--- config.mk ---
export PLATFORM = sky130hd
export DESIGN_NAME = cpu_idb_arb
export DESIGN_NICKNAME = d
export VERILOG_FILES = /design/src/rtl/cpu_bus_pkg.sv /design/src/rtl/cpu_rr_pick.sv /design/src/rtl/cpu_idb_arb.sv
export SDC_FILE = /design/constraint.sdc
export NUM_CORES = 1
export LEC_CHECK = 0
export ABC_AREA = 1
export CAP_MARGIN = 20
export CELL_PAD_IN_SITES_DETAIL_PLACEMENT = 1
export CELL_PAD_IN_SITES_GLOBAL_PLACEMENT = 1
export CORE_ASPECT_RATIO = 0.7
export CORE_MARGIN = 4
export CORE_UTILIZATION = 22
export DETAILED_ROUTE_END_ITERATION = 8
export GPL_TIMING_DRIVEN = 0
export PLACE_DENSITY = 0.91
export SKIP_CTS_REPAIR_TIMING = 1
export SYNTH_ARGS = -nofsm -noshare
export SYNTH_HDL_FRONTEND = slang
export SYNTH_SLANG_ARGS = --single-unit
--- constraint.sdc ---
create_clock -name sysclk -period 2.1 [get_ports sysclk]
set_clock_uncertainty 0.1 [all_clocks]
set_input_delay 0.21 -clock sysclk [delete_from_list [all_inputs] [get_ports sysclk]]
set_output_delay 0.21 -clock sysclk [all_outputs]
set_load 0.02 [all_outputs]
--- src/rtl/cpu_bus_pkg.sv ---
// Shared definitions for the CPU internal data bus (IDB): arbiter state encoding
// and default bus sizing.
package cpu_bus_pkg;

  typedef enum logic [1:0] {
    IDLE  = 2'd0,
    GRANT = 2'd1,
    TURN  = 2'd2
  } arb_state_e;

  localparam int IDB_W        = 16;
  localparam int N_REQ_DEF    = 4;
  localparam int MAX_HOLD_DEF = 16;

endpackage

--- src/rtl/cpu_rr_pick.sv ---
// Combinational round-robin search: first requesting index after last_i,
// wrapping from N_REQ-1 to 0; last_i itself is considered last.
module cpu_rr_pick
  import cpu_bus_pkg::*;
#(
  parameter int N_REQ = N_REQ_DEF,
  parameter int OW    = (N_REQ > 1) ? $clog2(N_REQ) : 1
) (
  input  logic [N_REQ-1:0] req_i,
  input  logic [OW-1:0]    last_i,
  output logic             found_o,
  output logic [OW-1:0]    idx_o
);

  always_comb begin
    found_o = 1'b0;
    idx_o   = last_i;
    for (int k = 1; k <= N_REQ; k++) begin
      int cand;
      cand = int'(last_i) + k;
      if (cand >= N_REQ) cand = cand - N_REQ;
      if (!found_o && req_i[cand]) begin
        found_o = 1'b1;
        idx_o   = OW'(cand);
      end
    end
  end

endmodule

--- src/rtl/cpu_idb_arb.sv ---
// IDB arbiter: round-robin grant with per-tenure hold limit and a one-cycle
// turnaround between drivers; grant registered one cycle after request.
module cpu_idb_arb
  import cpu_bus_pkg::*;
#(
  parameter int N_REQ    = N_REQ_DEF,
  parameter int MAX_HOLD = MAX_HOLD_DEF,
  parameter int IDB_W    = cpu_bus_pkg::IDB_W,
  parameter int OW       = (N_REQ > 1) ? $clog2(N_REQ) : 1
) (
  input  logic                   sysclk,
  input  logic                   sys_rst,
  input  logic [N_REQ-1:0]       req,
  input  logic [N_REQ-1:0]       rel,
  input  logic [N_REQ*IDB_W-1:0] drv_data,
  output logic [N_REQ-1:0]       gnt,
  output logic [OW-1:0]          owner,
  output logic [IDB_W-1:0]       idb_out,
  output logic                   idb_valid,
  output logic                   tmo_err
);

  localparam int HW = (MAX_HOLD > 1) ? $clog2(MAX_HOLD) : 1;

  arb_state_e       state_q;
  logic [OW-1:0]    owner_q;
  logic [N_REQ-1:0] gnt_q;
  logic [HW-1:0]    hold_q;
  logic             tmo_q;

  logic             found;
  logic [OW-1:0]    pick;
  logic [N_REQ-1:0] pick_oh;
  logic             expire_d;
  logic             drop_d;

  cpu_rr_pick #(.N_REQ(N_REQ), .OW(OW)) u_pick (
    .req_i   (req),
    .last_i  (owner_q),
    .found_o (found),
    .idx_o   (pick)
  );

  assign pick_oh  = {{(N_REQ-1){1'b0}}, 1'b1} << pick;
  assign expire_d = (hold_q == HW'(MAX_HOLD - 1));
  assign drop_d   = rel[owner_q] | ~req[owner_q];

  always_ff @(posedge sysclk) begin
    if (sys_rst) begin
      state_q <= IDLE;
      owner_q <= OW'(N_REQ - 1);
      gnt_q   <= '0;
      hold_q  <= '0;
      tmo_q   <= 1'b0;
    end else begin
      case (state_q)
        IDLE, TURN: begin
          tmo_q <= 1'b0;
          if (found) begin
            state_q <= GRANT;
            owner_q <= pick;
            gnt_q   <= pick_oh;
            hold_q  <= '0;
          end else begin
            state_q <= IDLE;
            gnt_q   <= '0;
          end
        end
        GRANT: begin
          if (drop_d || expire_d) begin
            state_q <= TURN;
            gnt_q   <= '0;
            // Timeout only when the owner still wanted the bus.
            tmo_q   <= expire_d & ~drop_d;
          end else begin
            hold_q  <= hold_q + HW'(1);
          end
        end
        default: begin
          state_q <= IDLE;
          gnt_q   <= '0;
          tmo_q   <= 1'b0;
        end
      endcase
    end
  end

  always_comb begin
    idb_out = '0;
    if (state_q == GRANT) idb_out = drv_data[owner_q*IDB_W +: IDB_W];
  end

  assign gnt       = gnt_q;
  assign owner     = owner_q;
  assign idb_valid = |gnt_q;
  assign tmo_err   = tmo_q;

endmodule

* Yosys cells after proc, flatten, opt, wreduce, memory -nomap -nowiden
Index checks and enable logic that the tools add are counted.
** Storage, ports and cells
- Register bits after elaboration :: 13
- Input bits :: 74
- Output and inout bits :: 24
** Operators by class
- Add/subtract/negate cells :: 9
- Order comparisons :: 9
- Equality and inequality tests :: 6
- Shift operators :: 2
- Multiplexer cells :: 38
- Bitwise gates (word level) :: 5
- Reduce and logical (&&, ||, !) cells :: 14
** Operator list (count)
- $ge 32x4->1 const B :: 4
- $lt 32x4->1 const B :: 4
- $mux 32 :: 4
- $sub 32x4->32 const B :: 4
- $shiftx 64x7->16 :: 1
- $mux 16 :: 1
- $mux 4 :: 4
- $pmux 4 s2 :: 2
- $mux 1 :: 15
- $bmux 1 s2 :: 6
- $mux 2 :: 5
- $add 2x2->3 const B :: 2
- $ne 2x2->1 const B :: 3
- $add 2x3->4 const B :: 1
- $add 4x1->4 const B :: 1
- $eq 4x4->1 const B :: 1
- $pmux 2 s2 :: 1
- $reduce_or 2->1 :: 2
- $reduce_or 4->1 :: 1
- $shl 1x2->4 const A :: 1
- $add 2x1->3 const B :: 1
- $logic_and 1x1->1 :: 3
- $logic_not 1->1 :: 3
- $lt 2x3->1 const B :: 1
- 10 further kinds :: 12

* Logic depth before layout (Yosys ltp)
Gate-level depths: netlist of the first run.
- Word-level depth :: 19
- Mapped depth :: 13
- Mapped depth without buffers :: 13

* Hierarchy
A second synthesis of the first run with hierarchy kept.
** Second synthesis, totals
- Cell total of the unflattened synthesis :: 251
- Area total of the unflattened synthesis :: 1387.6 um2
** By module, submodules not included
- cpu_idb_arb :: times used 1, cells an instance 205, area an instance 1156.1 um2, seq. area each 260.2 um2
- cpu_rr_pick :: times used 1, cells an instance 46, area an instance 231.5 um2, seq. area each 0.0 um2

* Worst setup path before layout of the first run
OpenSTA, ideal clock, no wires.
- Kind :: flip-flop to output port
- Start :: register owner_q[0], in the netlist owner[0]
- End :: output idb_out[10]
- Data arrival time :: 1606 ps
- Setup slack :: 184 ps
- Stages on the path, launching flop included :: 7
- Path buffers :: 2
- Cells stage by stage :: dfxtp_1 buf_6 nand2_4 inv_2 clkbuf_1 a22oi_1 a21oi_1
** Between the ends
- Cells in the longest elaborated chain, start to end :: 2
** Ends and longest elaborated chain
- from (decl) :: RTL line cpu_idb_arb.sv:26 : logic [OW-1:0] owner_q;
- from (signal assigned) :: RTL line cpu_idb_arb.sv:51 : owner_q <= OW'(N_REQ - 1);
- from (signal assigned) :: RTL line cpu_idb_arb.sv:61 : owner_q <= pick;
- $shiftx 64x7->16 :: RTL line cpu_idb_arb.sv:90 : if (state_q == GRANT) idb_out = drv_data[owner_q*IDB_W +: IDB_W];
- $mux 16 :: RTL line cpu_idb_arb.sv:90
- to (decl) :: RTL line cpu_idb_arb.sv:18 : output logic [IDB_W-1:0] idb_out,
No other way between the ends.

* Worst setup path after layout of the first run
- Start :: register owner_q[1], in the netlist owner[1]
- End :: output idb_out[11]
Same word-level chain as after synthesis.

==> results.json, run 1 <==
{
  "status": "finished, final reports clean",
  "multi_input_area_um2": 970,
  "yosysMostFrequentCell": "nand2_1",
  "min_path_type": "input pin to register",
  "htreeDepth": 1,
  "ant_nets": 0,
  "irDropWorstVdd_mv": 0.606,
  "globalplace.congestion": 0.820,
  "netlist_area_um2": 1350,
  "cts_buffer_depth": 2,
  "place_inst": 375,
  "cts_sinks": 13,
  "yosys.area.top_type_share_pct": 19.3,
  "clk-insertion-delay-late_ps": 240,
  "cp_max_fo": 10,
  "ys_seq_area_share_pct": 19.3,
  "core_region_area_um2": 5810,
  "worstMarginPinSlew_ps": 510,
  "fin_crit_ps": 2030,
  "diodes": 0,
  "wl_met1_um": 2810,
  "final_util_pct": 43.0,
  "finalSetupViolCount": 0,
  "r2r_cells": 9,
  "synth_xor_area_share_pct": 1.30,
  "path_class": "register to primary output",
  "grt_pass1_vias": 1954,
  "wl_per_cell_um": 16.0,
  "highest_layer": "met3",
  "io_buffers": 96,
  "syn2layout_area_growth_pct": 85.8,
  "hold_viol_final": 0,
  "maxCapViolations": 0,
  "stdcell_count": 384,
  "finalWorstSetupSlack_ps": 71.3,
  "layout-drive-gt1-share_pct": 23.3,
  "rows": 23,
  "dp.final_hpwl_um": 5030,
  "synth_cells": 204,
  "synth.area.top_cells": "dfxtp_1, a22oi_1, nand2_1",
  "grt_usage_pct": 15.9,
  "start_util_pct": 23.1,
  "grt_max_degree": 11,
  "ff_latch_area_um2": 263,
  "die_w_um": 101,
  "cts_inserted_buffers": 3,
  "vias_per_cell": 4.74,
  "drc_errors": 0,
  "synth_common_cells": "nand2_1, a22oi_1, a21oi_1",
  "hold_path_depth": 2,
  "crit_required_ps": 1790,
  "pre_cts_ws_ps": -508,
  "period_share_pct": 96.6,
  "clkTransAtPathRegs_ps": 60,
  "vias": 1821,
  "wl_met2_um": 2940,
  "cp-start-kind": "register",
  "syn_nets": 279,
  "dieArea_um2": 7450,
  "root_buffer": "clkbuf_8",
  "die_h_um": 73.4,
  "drt-pass1-iter-count": 4,
  "wl_met3_um": 393,
  "fmax_ghz": 0.493,
  "synth_compound_area_share_pct": 28.8,
  "syn-mean-instance-area_um2": 6.59,
  "pin_count": 98,
  "dr.first_iter.drc_count": 39,
  "yosysWarnings": 0,
  "wl_um": 6150,
  "synth_mux_area_share_pct": 0,
  "grt_pass1_wl_um": 9580,
  "power_density_nw_per_um2": 1150,
  "nFillCells": 720,
  "power.total_mw": 2.88,
  "synth-simple-area-share_pct": 40.1,
  "synth_top_family_by_area": "simple AND/OR/NAND/NOR gates",
  "synth_largest_area_cell": "dfxtp_1",
  "leakagePower_nw": 1.13,
  "slew_headroom_pct": 66.0,
  "async_flop_share_pct": 0,
  "ys_types": 28,
  "nNetsFinal": 385,
  "grt_setup_unrepaired": "yes",
  "worstSetupEndpointType": "primary output",
  "yosys.area_share.adder_pct": 0.930,
  "worstPathArrival_ps": 1720,
  "synth_edf_count": 0,
  "cts_tree": "yes",
  "antenna_found_initial": 0,
  "slew_violations": 0,
  "grt.overflow.total": 0,
  "ys.flop_type": "dfxtp_1",
  "synth_seq_cells": 13
}
placed cells by master, fill, tap and decap left out, types with 3 or more instances in the layout:
cell / instances
inv_2: 6
buf_4: 10
o21ai_0: 3
dlymetal6s2s_1: 6
dfxtp_1: 11
nor2_1: 5
nand3_1: 14
a22oi_1: 32
nor2_4: 5
nand2_4: 4
clkdlybuf4s50_1: 80
buf_6: 4
a21oi_1: 22
nand2_2: 18
inv_1: 13
clkbuf_2: 3
clkbuf_8: 3
nor2_2: 3
nand2_1: 43
buf_2: 4
layout make-up:
| type | instances | share of cell area, % |
|---|---|---|
| Inverter | 21 | 3.36 |
| Sequential cell | 13 | 10.5 |
| Clock inverter | 1 | 0.200 |
| Timing Repair Buffer | 101 | 39.0 |
| Multi-Input combinational cell | 162 | 38.8 |
| Tap cell | 75 | 3.76 |
| Buffer | 8 | 2.75 |
| Clock buffer | 3 | 1.65 |
per-stage QoR:
stage          hold slack [ps]  TNS [ps]  instance area [um^2]
3_5_place_dp               335     -5590                  2400
5_1_grt                    324      -172                  2500
2_1_floorplan              380         0                  1350
6_report                   298         0                  2500
4_1_cts                    294    -10010                  2450
3_3_place_gp               335     -5180                  2400
sequential cells by signal, indices dropped and copies added, names as in the netlist:
register  count
gnt           4
state_q       2
hold_q        4
owner         2
tmo_err       1
power breakdown:
group / total (mW) / internal [mW] / switching, mW
clock: 0.224 / 0.131 / 0.0933
sequential: 0.375 / 0.318 / 0.0563
combinational: 2.28 / 0.913 / 1.36
total: 2.88 / 1.36 / 1.51
final timing paths:
kind	endpoint	slack [ps]	from
setup reg to reg	hold_q[0]	350	owner[0]
hold reg to reg	tmo_err	340	tmo_err
hold / removal	gnt[1]	300	sys_rst
setup / recovery	idb_out[11]	70	owner[1]
critical path, cell delays in order (launching register included):
cell and delay (ps):
dfxtp_2 340, buf_6 160, nor2_4 180, buf_4 150, clkbuf_4 190, a22oi_1 90
a21oi_1 190, buf_4 170
kinds of logic after synthesis:
family,count (synthesis)
AOI/OAI and AO/OA,60
xor gates and xnor gates,2
buffers and inverters,29
and+or+nand+nor,99
DFF,13
adders and majority gates,1
routing by layer:
| metal | GRT usage, % | vias to the layer above |
|---|---|---|
| li1 | - | 920 |
| met3 | 1.80 | 0 |
| met4 | 2.51 | 0 |
| met5 | 0 | - |
| met2 | 28.9 | 59 |
| met1 | 20.5 | 842 |
(Power assumes the default switching activity.)
==> run 2, diff against run 1 <==
--- a/config.mk
+++ b/config.mk
@@ -15,6 +15,7 @@
 export DETAILED_ROUTE_END_ITERATION = 8
 export GPL_TIMING_DRIVEN = 0
 export PLACE_DENSITY = 0.91
+export RECOVER_POWER = 25
 export SKIP_CTS_REPAIR_TIMING = 1
 export SYNTH_ARGS = -nofsm -noshare
 export SYNTH_HDL_FRONTEND = slang
==> constraint.sdc (replaced) <==
create_clock -name sysclk -period 2.3 [get_ports sysclk]
set_clock_uncertainty 0.1 [all_clocks]
set_input_delay 0.23 -clock sysclk [delete_from_list [all_inputs] [get_ports sysclk]]
set_output_delay 0.23 -clock sysclk [all_outputs]
set_load 0.02 [all_outputs]
==> run 2 against run 1 <==
Sequential share of layout area decreased by 0.10 points; setup slack better by 34 ps; clock-buffer cell count unchanged; largest cell class unchanged.
==> results.json, run 2 (synthesized netlist as in run 1, its figures left out) <==
{
  "status": "finished, final reports clean",
  "nFillCells": 714,
  "worst-path-buf-inv": 4,
  "worstMarginPinSlew_ps": 516,
  "cts_inserted_buffers": 3,
  "path_cells": "buf_6 -> nand2_4 -> inv_2 -> clkbuf_4 -> a22oi_1 -> a21oi_1 -> dlymetal6s2s_1",
  "irDropWorstVdd_mv": 0.556,
  "grt_usage_pct": 15.9,
  "crit_required_ps": 1970,
  "timing.rr.end": "gnt[2]",
  "r2r_setup_slack_ps": 550,
  "root_buffer": "clkbuf_8",
  "pre_cts_ws_ps": -328,
  "hold_path_depth": 2,
  "wl_per_cell_um": 16.4,
  "worstSetupEndpointType": "primary output",
  "nNetsFinal": 380,
  "r2r_cells": 11,
  "power_density_nw_per_um2": 1030,
  "diodes": 0,
  "ff_latch_area_um2": 260,
  "dieArea_um2": 7450,
  "wl_um": 6200,
  "grt_max_degree": 11,
  "core_region_area_um2": 5810,
  "path_class": "register to primary output",
  "drt-pass1-iter-count": 4,
  "io_buffers": 96,
  "hold_viol_final": 0,
  "htreeDepth": 1,
  "grt_pass1_wl_um": 9580,
  "worstPathArrival_ps": 1860,
  "critPathTopFamily": "buffers and inverters",
  "leakagePower_nw": 1.25,
  "vias": 1808,
  "cts_sinks": 13,
  "whs_ps": 319,
  "combPwrFrac_pct": 79.0,
  "start_util_pct": 23.1,
  "swShare_pct": 53.3,
  "layout-drive-gt1-share_pct": 18.4,
  "regToRegStartpoint": "owner[0]",
  "cp_max_fo": 10,
  "slew_headroom_pct": 65.6,
  "period_share_pct": 95.4,
  "finalWorstSetupSlack_ps": 106,
  "fin_crit_ps": 2190,
  "grt_pass1_vias": 1954,
  "slew_violations": 0,
  "holdPathEnd": "gnt[1]",
  "switching_power_mw": 1.37,
  "finalSetupViolCount": 0,
  "die_h_um": 73.4,
  "stdcell_count": 379,
  "clk-insertion-delay-late_ps": 240,
  "fmax_ghz": 0.456,
  "final_cell_mix": "clkdlybuf4s50_1, nand2_1, a22oi_1",
  "crit_path_top_delay_cell": "dfxtp_1",
  "hp-start": "sys_rst",
  "cts_buffer_depth": 2,
  "power.total_mw": 2.57,
  "place_inst": 375,
  "drc_errors": 0,
  "multi_input_area_um2": 970,
  "cp-start-kind": "register",
  "dp.final_hpwl_um": 5030,
  "syn2layout_area_growth_pct": 85.8,
  "clkTransAtPathRegs_ps": 60,
  "dr.first_iter.drc_count": 39,
  "cts_tree": "yes",
  "p_clk_share_pct": 8.0,
  "min_path_type": "input pin to register",
  "slowest_delay_ps": 400,
  "pin_count": 98,
  "rows": 23,
  "globalplace.congestion": 0.820,
  "die_w_um": 101,
  "final_area_um2": 2500,
  "postPlaceCellArea_um2": 2400,
  "p_int_mw": 1.20,
  "p_seq_share_pct": 13.0,
  "ant_nets": 0,
  "final_common_cell": "clkdlybuf4s50_1",
  "vias_per_cell": 4.77,
  "maxCapViolations": 0,
  "grt.overflow.total": 0,
  "antenna_found_initial": 0
}
-- run 2: routing by layer --
layer / global-route usage [%] / part of all wire [%] / wire length [um] / vias to the layer above
li1: - / - / - / 909
met1: 20.5 / 47 / 2890 / 840
met2: 28.9 / 48 / 2950 / 59
met3: 1.80 / 5.7 / 356 / 0
met4: 2.51 / 0 / 0 / 0
met5: 0 / 0 / 0 / -
-- run 2: metrics by stage --
step	util [%]	TNS, ps
after floorplan	-	0
after global placement	41.3	-2540
after detailed placement	41.3	-2750
after CTS	42.1	-7130
after global routing	43.0	-46.8
final	43.0	0
-- run 2: worst max path at each step --
stage | from | to | depth (start not counted)
2_1_floorplan | owner[0] | idb_out[10] | 6
3_3_place_gp | owner[1] | idb_out[12] | 6
3_5_place_dp | owner[1] | idb_out[11] | 6
4_1_cts | owner[1] | idb_out[11] | 6
5_1_grt | owner[1] | idb_out[14] | 7
6_report | owner[1] | idb_out[14] | 7
-- run 2: power by group through the flow --
stage	clock network [mW]	logic (mW)	registers [mW]
5_1_grt	0.224	2.23	0.343
6_report	0.206	2.03	0.334
4_1_cts	0.212	2.06	0.337
3_3_place_gp	0	1.98	0.338
3_5_place_dp	0	2.05	0.338
2_1_floorplan	0	1.25	0.385
-- run 2: area by class of cell --
class / count / area share, %
sequential: 13 / 10.4
clock inverter: 1 / 0.200
clock buffer: 3 / 1.65
timing repair buffer: 96 / 39.8
inverter: 21 / 3.25
multi-input combinational: 162 / 38.8
tap: 75 / 3.76
buffer: 8 / 2.15
-- run 2: worst register-to-register path, delay by kind of cell (launching register included) --
kind	cells	cell delay, ps
flops	1	380
simple gates	8	720
compound gates	1	270
buf+inv	2	200
==> run 3, diff against run 2 <==
--- a/config.mk
+++ b/config.mk
@@ -11,10 +11,10 @@
 export CELL_PAD_IN_SITES_GLOBAL_PLACEMENT = 1
 export CORE_ASPECT_RATIO = 0.7
 export CORE_MARGIN = 4
-export CORE_UTILIZATION = 22
+export CORE_UTILIZATION = 20
 export DETAILED_ROUTE_END_ITERATION = 8
 export GPL_TIMING_DRIVEN = 0
-export PLACE_DENSITY = 0.91
+export PLACE_DENSITY = 0.85
 export RECOVER_POWER = 25
 export SKIP_CTS_REPAIR_TIMING = 1
 export SYNTH_ARGS = -nofsm -noshare
==> constraint.sdc (replaced) <==
create_clock -name sysclk -period 2 [get_ports sysclk]
set_clock_uncertainty 0.1 [all_clocks]
set_input_delay 0.2 -clock sysclk [delete_from_list [all_inputs] [get_ports sysclk]]
set_output_delay 0.2 -clock sysclk [all_outputs]
set_load 0.02 [all_outputs]
==> run 3 against run 2 <==
The flow now finishes with violations (negative setup slack); non-clock buffer count grew 13; clock power increased by 13%; setup slack got worse by 120 ps; critical endpoint is now idb_out[8]; largest cell class unchanged.
==> results.json, run 3 (synthesized netlist as in run 1, its figures left out) <==
{
  "wl_um": 6570,
  "crit_required_ps": 1700,
  "cts_inserted_buffers": 3,
  "diodes": 0,
  "worstPathArrival_ps": 1710,
  "clkTransAtPathRegs_ps": 60,
  "grt_pass1_wl_um": 9860,
  "place_inst": 391,
  "vias": 1902,
  "nNetsFinal": 393,
  "final_util_pct": 41.9,
  "path_cells": "buf_12 -> nor2_4 -> buf_6 -> clkbuf_16 -> a22oi_1 -> a21oi_1 -> clkbuf_2",
  "core_region_area_um2": 6370,
  "cts_tree": "yes",
  "ff_latch_area_um2": 268,
  "cts_sinks": 13,
  "final_common_cell": "clkdlybuf4s50_1",
  "cp-start-kind": "register",
  "wl_per_cell_um": 16.1,
  "worstSetupEndpointType": "primary output",
  "min_path_type": "input pin to register",
  "die_h_um": 76.6,
  "multi_input_area_um2": 990,
  "drc_errors": 0,
  "path_class": "register to primary output",
  "leakagePower_nw": 1.20,
  "grt_usage_pct": 14.6,
  "period_share_pct": 101,
  "grt.overflow.total": 0,
  "die_w_um": 106,
  "syn2layout_area_growth_pct": 98.4,
  "io_buffers": 96,
  "postPlaceCellArea_um2": 2420,
  "irDropWorstVdd_mv": 0.856,
  "final_area_um2": 2670,
  "hold_viol_final": 0,
  "clk-insertion-delay-late_ps": 240,
  "nFillCells": 784,
  "power.total_mw": 3.21,
  "dieArea_um2": 8120,
  "worst-path-buf-inv": 4,
  "drt-pass1-iter-count": 4,
  "pin_count": 98,
  "worstMarginPinSlew_ps": 500,
  "slew_violations": 0,
  "ant_nets": 0,
  "cp_max_fo": 8,
  "cts_buffer_depth": 2,
  "pre_cts_ws_ps": -554,
  "maxCapViolations": 0,
  "fmax_ghz": 0.497,
  "htreeDepth": 1,
  "finalWorstSetupSlack_ps": -13.3,
  "root_buffer": "clkbuf_8",
  "power_density_nw_per_um2": 1200,
  "fin_crit_ps": 2010,
  "globalplace.congestion": 0.823,
  "status": "finished with violations",
  "critPathTopFamily": "buffers and inverters",
  "grt_max_degree": 11,
  "layout-drive-gt1-share_pct": 26.2,
  "crit_path_top_delay_cell": "dfxtp_4",
  "slew_headroom_pct": 66.7,
  "final_cell_mix": "clkdlybuf4s50_1, nand2_1, a22oi_1",
  "finalSetupViolCount": 1,
  "dr.first_iter.drc_count": 101,
  "rows": 24,
  "violations": "negative setup slack",
  "grt_pass1_vias": 1993,
  "finalSetupTns_ps": -13.3,
  "antenna_found_initial": 0,
  "whs_ps": 292,
  "dp.final_hpwl_um": 4830,
  "stdcell_count": 408,
  "vias_per_cell": 4.66,
  "start_util_pct": 21.1,
  "slowest_delay_ps": 360
}
run 3: per-layer routing:
metal / up-vias / part of all wire, % / GRT usage (%)
li1: 934 / - / -
met1: 899 / 46 / 19.4
met2: 67 / 47 / 24.9
met3: 2 / 6.0 / 2.79
met4: 0 / 0.32 / 2.07
met5: - / 0 / 0
run 3: area by class of cell:
| cell class | count | share of cell area, % |
|---|---|---|
| Timing Repair Buffer | 109 | 40.1 |
| Sequential cell | 13 | 10.0 |
| Tap cell | 91 | 4.27 |
| Clock buffer | 4 | 1.69 |
| Multi-Input combinational cell | 162 | 37.1 |
| Buffer | 8 | 3.61 |
| Inverter | 21 | 3.23 |
run 3: power breakdown:
part | total, mW | switching, mW | internal, mW
clock network | 0.233 | 0.0924 | 0.140
logic | 2.58 | 1.49 | 1.09
registers | 0.400 | 0.0597 | 0.340
total | 3.21 | 1.64 | 1.57
run 3: path summary, 6_finish.rpt:
path	start	end	slack, ps	depth (start not counted)
setup / recovery	owner[0]	idb_out[8]	-10	7
hold / removal	sys_rst	gnt[1]	290	2
setup reg to reg	owner[0]	hold_q[2]	170	10
hold reg to reg	tmo_err	tmo_err	350	2
run 3: worst reg2reg max path, stage by stage (launching register included):
cell     delay, ps
dfxtp_4        360
buf_12         140
buf_4          140
nand2_1         70
nand2_1         60
o21ai_1        300
nand3_2        150
nand2_4        160
nand2_2         90
nand2_1         70
a21oi_1         60
